[src/rtl/pc_stack_unit.sv]
// pc_stack_unit: program counter with a hardware call/return stack.
//
// Generates the instruction fetch address. Each cycle, exactly one action
// is taken, chosen by this priority:
//   stall > ret > call > jump > branch > increment
// A call pushes pc+1 and then jumps to target. A ret pops the most recent
// return address into pc. If a call arrives while the stack is full, or a
// ret while it is empty, the stack is left unchanged and pc advances by one.
// The matching sticky fault flag (ovf or udf) is then set and stays set
// until fault_clr.
//
// Parameters:
//   PC_W        program-counter / target width
//   STACK_DEPTH call-stack entries (power of two, >= 2)
//   RESET_VEC   pc value loaded on reset
//
// Ports:
//   clk, reset     rising-edge clock; asynchronous active-high reset
//   stall          hold pc, stack and flags (fault_clr still honoured)
//   jump           pc <= target
//   branch         pc <= pc + target (signed offset, base is current pc)
//   call           push pc+1, pc <= target
//   ret            pop return address into pc
//   target         jump/call address or branch offset
//   fault_clr      clear ovf/udf (a same-cycle set event wins)
//   pc             current program counter
//   depth          number of valid stack entries
//   stack_full     depth == STACK_DEPTH
//   stack_empty    depth == 0
//   ovf, udf       sticky overflow / underflow faults
//   tos            (only with PC_STACK_TOS_EN) registered top-of-stack value,
//                  0 when the stack is empty
//
// Optional feature macro: PC_STACK_TOS_EN adds the registered tos output.

module pc_stack_unit #(
    parameter int              PC_W        = 19,
    parameter int              STACK_DEPTH = 16,
    parameter logic [PC_W-1:0] RESET_VEC   = '0
) (
    input  logic                         clk,
    input  logic                         reset,
    input  logic                         stall,
    input  logic                         jump,
    input  logic                         branch,
    input  logic                         call,
    input  logic                         ret,
    input  logic [PC_W-1:0]              target,
    input  logic                         fault_clr,
    output logic [PC_W-1:0]              pc,
    output logic [$clog2(STACK_DEPTH):0] depth,
    output logic                         stack_full,
    output logic                         stack_empty,
    output logic                         ovf,
    output logic                         udf
`ifdef PC_STACK_TOS_EN
    ,
    output logic [PC_W-1:0]              tos
`endif
);

    localparam int AW = $clog2(STACK_DEPTH);
    localparam int DW = AW + 1;

    logic [PC_W-1:0] pc_q, pc_d;
    logic [DW-1:0]   depth_q, depth_d;
    logic            ovf_q, ovf_d;
    logic            udf_q, udf_d;

    logic [PC_W-1:0] mem [STACK_DEPTH];
    logic            mem_we;
    logic [AW-1:0]   push_idx;
    logic [AW-1:0]   pop_idx;
    logic [PC_W-1:0] pc_inc;
    logic            full;
    logic            empty;

`ifdef PC_STACK_TOS_EN
    logic [PC_W-1:0] tos_q, tos_d;
    logic [AW-1:0]   below_idx;
`endif

    assign full     = (depth_q == DW'(STACK_DEPTH));
    assign empty    = (depth_q == '0);
    assign pc_inc   = pc_q + PC_W'(1);
    // When the stack is full, the low AW bits of depth are zero.
    // Index arithmetic modulo STACK_DEPTH therefore still selects the
    // correct entry.
    assign push_idx = depth_q[AW-1:0];
    assign pop_idx  = depth_q[AW-1:0] - AW'(1);
`ifdef PC_STACK_TOS_EN
    assign below_idx = depth_q[AW-1:0] - AW'(2);
`endif

    always_comb begin
        pc_d    = pc_q;
        depth_d = depth_q;
        ovf_d   = ovf_q;
        udf_d   = udf_q;
        mem_we  = 1'b0;
`ifdef PC_STACK_TOS_EN
        tos_d   = tos_q;
`endif

        // Clear first so that a set event later in this block overrides it.
        if (fault_clr) begin
            ovf_d = 1'b0;
            udf_d = 1'b0;
        end

        if (!stall) begin
            if (ret) begin
                if (empty) begin
                    pc_d  = pc_inc;
                    udf_d = 1'b1;
                end else begin
                    pc_d    = mem[pop_idx];
                    depth_d = depth_q - DW'(1);
`ifdef PC_STACK_TOS_EN
                    tos_d   = (depth_q > DW'(1)) ? mem[below_idx] : '0;
`endif
                end
            end else if (call) begin
                if (full) begin
                    pc_d  = pc_inc;
                    ovf_d = 1'b1;
                end else begin
                    mem_we  = 1'b1;
                    pc_d    = target;
                    depth_d = depth_q + DW'(1);
`ifdef PC_STACK_TOS_EN
                    tos_d   = pc_inc;
`endif
                end
            end else if (jump) begin
                pc_d = target;
            end else if (branch) begin
                pc_d = pc_q + target;
            end else begin
                pc_d = pc_inc;
            end
        end
    end

    always_ff @(posedge clk or posedge reset) begin
        if (reset) begin
            pc_q    <= RESET_VEC;
            depth_q <= '0;
            ovf_q   <= 1'b0;
            udf_q   <= 1'b0;
`ifdef PC_STACK_TOS_EN
            tos_q   <= '0;
`endif
        end else begin
            pc_q    <= pc_d;
            depth_q <= depth_d;
            ovf_q   <= ovf_d;
            udf_q   <= udf_d;
`ifdef PC_STACK_TOS_EN
            tos_q   <= tos_d;
`endif
        end
    end

    // Stack storage is not reset; entries above depth are don't-care.
    always_ff @(posedge clk) begin
        if (mem_we) begin
            mem[push_idx] <= pc_inc;
        end
    end

    assign pc          = pc_q;
    assign depth       = depth_q;
    assign stack_full  = full;
    assign stack_empty = empty;
    assign ovf         = ovf_q;
    assign udf         = udf_q;
`ifdef PC_STACK_TOS_EN
    assign tos         = tos_q;
`endif

endmodule
[config.mk]
export PLATFORM = sky130hd
export DESIGN_NAME = pc_stack_unit
export DESIGN_NICKNAME = d
export VERILOG_FILES = /design/src/rtl/pc_stack_unit.sv
export SDC_FILE = /design/constraint.sdc
export NUM_CORES = 1
export LEC_CHECK = 0
export CAP_MARGIN = 10
export CELL_PAD_IN_SITES_DETAIL_PLACEMENT = 1
export CELL_PAD_IN_SITES_GLOBAL_PLACEMENT = 2
export CORE_ASPECT_RATIO = 2
export CORE_MARGIN = 8
export CORE_UTILIZATION = 45
export CTS_CLUSTER_SIZE = 14
export DETAILED_ROUTE_END_ITERATION = 12
export GPL_ROUTABILITY_DRIVEN = 0
export GPL_TIMING_DRIVEN = 0
export PLACE_DENSITY_LB_ADDON = 0.1
export SLEW_MARGIN = 20
export SYNTH_ARGS = -nofsm -noshare
export SYNTH_HDL_FRONTEND = slang
export SYNTH_SLANG_ARGS = --single-unit
[constraint.sdc]
create_clock -name clk -period 6.2 [get_ports clk]
set_input_delay 1.86 -clock clk [delete_from_list [all_inputs] [get_ports clk]]
set_output_delay 1.86 -clock clk [all_outputs]
set_load 0.01 [all_outputs]
==> flow_metrics.tcl, run 1 <==
set metrics [dict create \
    num_vias 8957 \
    overflow 0 \
    cts.path.max_buffers 3 \
    layout_common_cells "edfxtp_1 (304), mux4_2 (91), nand2_1 (64)" \
    p_int_mw 5.44 \
    p_leak_nw 5.73 \
    yosysWarnings 0 \
    final_area_um2 17500 \
    layout-drive-gt1-share_pct 19.5 \
    grt_pass1_vias 10049 \
    fmax_ghz 0.176 \
    clock-sinks 330 \
    tns_ps 0 \
    avgSynthCellArea_um2 16.1 \
    worst-path-max-fanout 19 \
    setup_violations 0 \
    drt_iter0_drc 446 \
    hold_violations 0 \
    dpl.hpwl_um 33900 \
    clock_latency_ps 550 \
    tightest_slew_ps 972 \
    hp-class "reg2reg" \
    irDropWorstVdd_uv 269 \
    power_mw 8.66 \
    finalCriticalPeriod_ps 5690 \
    slew_headroom_pct 34.7 \
    port_buffers 53 \
    die_area_um2 39900 \
    coreArea_um2 32900 \
    cts-root-buf "clkbuf_16" \
    pre_cts_ws_ps 539 \
    core.rowCount 94 \
    synthArstFlopShare_pct 7.88 \
    synth-edff-count 304 \
    die_h_um 274 \
    synthDominantCellAreaShare_pct 60.7 \
    die_x_um 145 \
    skew_ps 13.2 \
    power_frac_seq_pct 36.6 \
    area_growth_pct 16.2 \
    yosysSeqAreaShare_pct 65.1 \
    syn_inst 935 \
    critPathArrivalTime_ps 3830 \
    status "complete, no violations" \
    drv_slew 0 \
    cts_made_buffers 29 \
    placed_cell_area_um2 16700 \
    pwr-share-comb_pct 45.0 \
    cts.repair.resized 1 \
    routed_wl_um 45600 \
    period_share_pct 91.8 \
    layout_commonest_cell "edfxtp_1" \
    p_switching_mw 3.22 \
    io_pins 55 \
    grt_max_degree 27 \
    power_density_nw_per_um2 495 \
    synth_area_um2 15000 \
    antennaDiodeCount 0 \
    crit_type "reg2out" \
    track_usage_pct 23.2 \
    antenna_found_initial 0 \
    grt_first_pass_wirelength_um 67500 \
    final_nets 1088 \
    drt-pass1-iter-count 4 \
    start_kind "register" \
    cts_hold_buf 0 \
    wire_per_inst_um 30.9 \
    synth-seq-cells 330 \
    ant_nets 0 \
    setup_ws_ps 510 \
    cts_tree "built" \
    maxCapViolCount 0 \
    drc_errors 0 \
    ys.flop_type "edfxtp_1" \
    synthTopCellsByArea "edfxtp_1 (61%), mux4_2 (14%), dfrtp_1 (4.3%)" \
    start_util_pct 45.6 \
    swShare_pct 37.2 \
    crit_path_end_kind "primary output" \
    cts_setup_buffers 0 \
    synth_cell_types 65 \
    vias_per_cell 6.07 \
    pwr-share-clk_pct 18.4 \
    h-tree-depth 1 \
    rsz0062_at_grt "false" \
    synth_top_area_cell "edfxtp_1" \
    syn-num-nets 990 \
    path_clk_slew_ps 70 \
    worstPathRequired_ps 4340 \
]
## kinds of logic (layout without fill, tap and decap cells)
kind of cell,count (synthesis),in the layout,share of synthesized area (%)
mux,106,106,14.7
compound gates,167,167,7.28
fa+ha+maj,28,28,2.43
flops,330,330,65.1
xor+xnor,35,35,2.04
simple gates,188,188,6.12
buf+inv,81,189,2.39
## power groups by stage
stage / Sequential (mW) / Combinational (mW) / Clock [mW]
global placement: 3.20 / 3.79 / 0
detailed placement: 3.21 / 3.95 / 0
floorplan: 3.16 / 2.53 / 0
global route: 3.19 / 4.22 / 1.69
CTS: 3.17 / 3.96 / 1.63
finish: 3.17 / 3.89 / 1.59
## cell usage after synthesis, drive strengths merged (7+ instances only)
cell type,instances
nand2,64
xnor2,26
buf,16
nor2,50
dfrtp,26
mux2i,9
nor2b,7
clkbuf,28
nand3,16
inv,36
edfxtp,304
xor2,9
a221oi,9
o21ai,35
a21oi,49
a211oi,9
mux4,91
nor3,14
ha,26
a21o,9
## critical path, stage by stage (launching register included)
cell             delay (ps)
dfrtp_1                 500
buf_2                   300
buf_6                   350
inv_1                   200
ha_1                    310
nand3b_1                300
clkinvlp_4              360
clkbuf_2                360
clkdlybuf4s50_1         570
## registers in the layout, summed over array words and instances (netlist names)
name   flops
pc        19
mem      304
ovf        1
depth      5
udf        1
## final timing paths
path	from	to	slack [ps]	cells after the start
min in group asynchronous	reset	depth[3]	1720	2
hold reg to reg	ovf	ovf	530	2
setup reg to reg	depth[0]	pc[18]	1860	12
max in group asynchronous	reset	pc[0]	4040	2
hold / removal	ovf	ovf	530	2
setup / recovery	depth[0]	stack_empty	510	8
## metrics by stage
stage	hold slack (ps)	instances	utilization, %
finish	534	1475	53.1
global route	572	1475	53.1
CTS	540	1476	52.9
detailed placement	529	1436	50.6
global placement	511	1420	48.9
floorplan	535	935	-
## layer usage
metal	wire [um]	GRT usage, %
met4	2890	13.7
met2	25800	45.4
met1	15500	23.2
met5	0	0
met3	1470	2.23
## cell type report
type	count	area (um^2)
timing repair buffer	69	926
tap	432	541
sequential	330	9780
clock inverter	9	48.8
buffer	42	213
multi-input combinational	524	5090
clock buffer	32	737
fill	3129	15500
inverter	37	143
(Power assumes the default switching activity.)
==> inputs of run 2 (changes only) <==
--- a/config.mk
+++ b/config.mk
@@ -16,6 +16,7 @@
 export GPL_ROUTABILITY_DRIVEN = 0
 export GPL_TIMING_DRIVEN = 0
 export PLACE_DENSITY_LB_ADDON = 0.1
+export SKIP_CTS_REPAIR_TIMING = 1
 export SLEW_MARGIN = 20
 export SYNTH_ARGS = -nofsm -noshare
 export SYNTH_HDL_FRONTEND = slang
==> flow_metrics.tcl, run 2 (synthesized netlist as in run 1, its figures left out) <==
set metrics [dict create \
    status "complete, no violations" \
    p_switching_mw 3.23 \
    die_h_um 274 \
    area_growth_pct 16.4 \
    largest_register "mem" \
    hold_slack_ps 534 \
    drt_iter0_drc 434 \
    dpl.hpwl_um 33900 \
    track_usage_pct 23.2 \
    path_clk_slew_ps 70 \
    wire_per_inst_um 31.1 \
    worstHoldPathCells 2 \
    layout_common_cells "edfxtp_1 (304), mux4_2 (91), nand2_1 (64)" \
    ant_nets 0 \
    antennaDiodeCount 0 \
    overflow 0 \
    grt_max_degree 27 \
    crit_family "buffers and inverters" \
    worstPathRequired_ps 4340 \
    io_pins 55 \
    irDropWorstVdd_uv 269 \
    whs_endpoint "ovf" \
    swShare_pct 37.2 \
    fmax_ghz 0.176 \
    routed_wl_um 45900 \
    drv_slew 0 \
    regArea_um2 9780 \
    h-tree-depth 1 \
    fillers 3132 \
    slew_headroom_pct 33.3 \
    hold_violations 0 \
    tightest_slew_ps 994 \
    cts_tree "built" \
    r2r_cells 13 \
    critPathArrivalTime_ps 3840 \
    power_frac_seq_pct 36.6 \
    power_mw 8.67 \
    hp-class "reg2reg" \
    grt_first_pass_wirelength_um 67600 \
    p_leak_nw 5.73 \
    power_density_nw_per_um2 495 \
    pwr-share-clk_pct 18.4 \
    port_buffers 53 \
    cts.path.max_buffers 3 \
    cts-root-buf "clkbuf_16" \
    layout-drive-gt1-share_pct 19.7 \
    vias_per_cell 6.12 \
    multi_input_area_um2 5090 \
    crit_path_end_kind "primary output" \
    grt_pass1_vias 10061 \
    rr_endpoint "pc[18]" \
    finalCriticalPeriod_ps 5700 \
    reg2reg_from "depth[0]" \
    cp_cell_sequence "buf_2, buf_6, inv_1, ha_1, nand3b_1, clkinvlp_4, clkbuf_2, clkdlybuf4s50_1" \
    layout_commonest_cell "edfxtp_1" \
    period_share_pct 91.9 \
    clock-sinks 330 \
    final_nets 1090 \
    drt-pass1-iter-count 4 \
    skew_ps 13.2 \
    p_int_mw 5.44 \
    die_area_um2 39900 \
    hold_start "ovf" \
    worst-path-max-fanout 19 \
    setup_violations 0 \
    cts_made_buffers 29 \
    crit_type "reg2out" \
    coreArea_um2 32900 \
    rsz0062_at_grt "false" \
    drc_errors 0 \
    core.rowCount 94 \
    largest_reg_flops 304 \
    start_util_pct 45.6 \
    clock_latency_ps 550 \
    path_buf_inv 6 \
    maxCapViolCount 0 \
    start_kind "register" \
    r2r_slack_ps 1840 \
    antenna_found_initial 0 \
    num_vias 9034 \
    pwr-share-comb_pct 45.1 \
    crit_slowest_cell "clkdlybuf4s50_1" \
    die_x_um 145 \
    crit_path_max_incr_delay_ps 570 \
]
==> run 2: metal layers <==
layer  track usage [%]  vias to the layer above  share of wire [%]
li1                  -                     3909                  -
met1              23.2                     4672                 33
met2              45.6                      310                 56
met3              2.20                      143                3.8
met4              13.8                        0                6.6
met5                 0                        -                  0
==> run 2: worst min-delay path, delay by kind of cell (launching register included) <==
family	cells	cell delay (ps)
flops	1	380
compound gates	1	60
buf+inv	1	50
==> run 2: power groups by stage <==
stage	Sequential, mW	Combinational (mW)	Clock (mW)
finish	3.17	3.91	1.59
global route	3.19	4.22	1.69
CTS	3.17	3.96	1.63
detailed placement	3.21	3.95	0
global placement	3.20	3.79	0
floorplan	3.16	2.53	0
==> run 2: worst max-delay path by stage <==
stage	from	end	slack, ps	cells past startpoint
6_report	depth[0]	stack_empty	500	8
5_1_grt	depth[0]	stack_empty	330	8
4_1_cts	depth[0]	stack_empty	-100	9
3_5_place_dp	depth[0]	stack_empty	540	9
3_3_place_gp	call	mem[0][9]	-40	5
2_1_floorplan	depth[0]	stack_empty	2270	8
==> run 2: final cells by class <==
cell class,count,share of cell area [%]
Inverter,37,0.837
Clock buffer,32,4.21
Sequential cell,330,55.9
Clock inverter,9,0.279
Multi-Input combinational cell,524,29.1
Timing Repair Buffer,71,5.38
Buffer,42,1.22
Tap cell,432,3.09
==> run 2: through the flow <==
step / setup TNS, ps / std cells / worst slack (ps) / utilization [%] / area, um^2
after floorplan: 0 / 935 / 2270 / - / 15000
after global placement: -725 / 1420 / -42.4 / 48.9 / 16100
after detailed placement: 0 / 1436 / 539 / 50.6 / 16700
after CTS: -151 / 1477 / -97.3 / 53.0 / 17400
after global routing: 0 / 1477 / 332 / 53.1 / 17500
final: 0 / 1477 / 504 / 53.1 / 17500
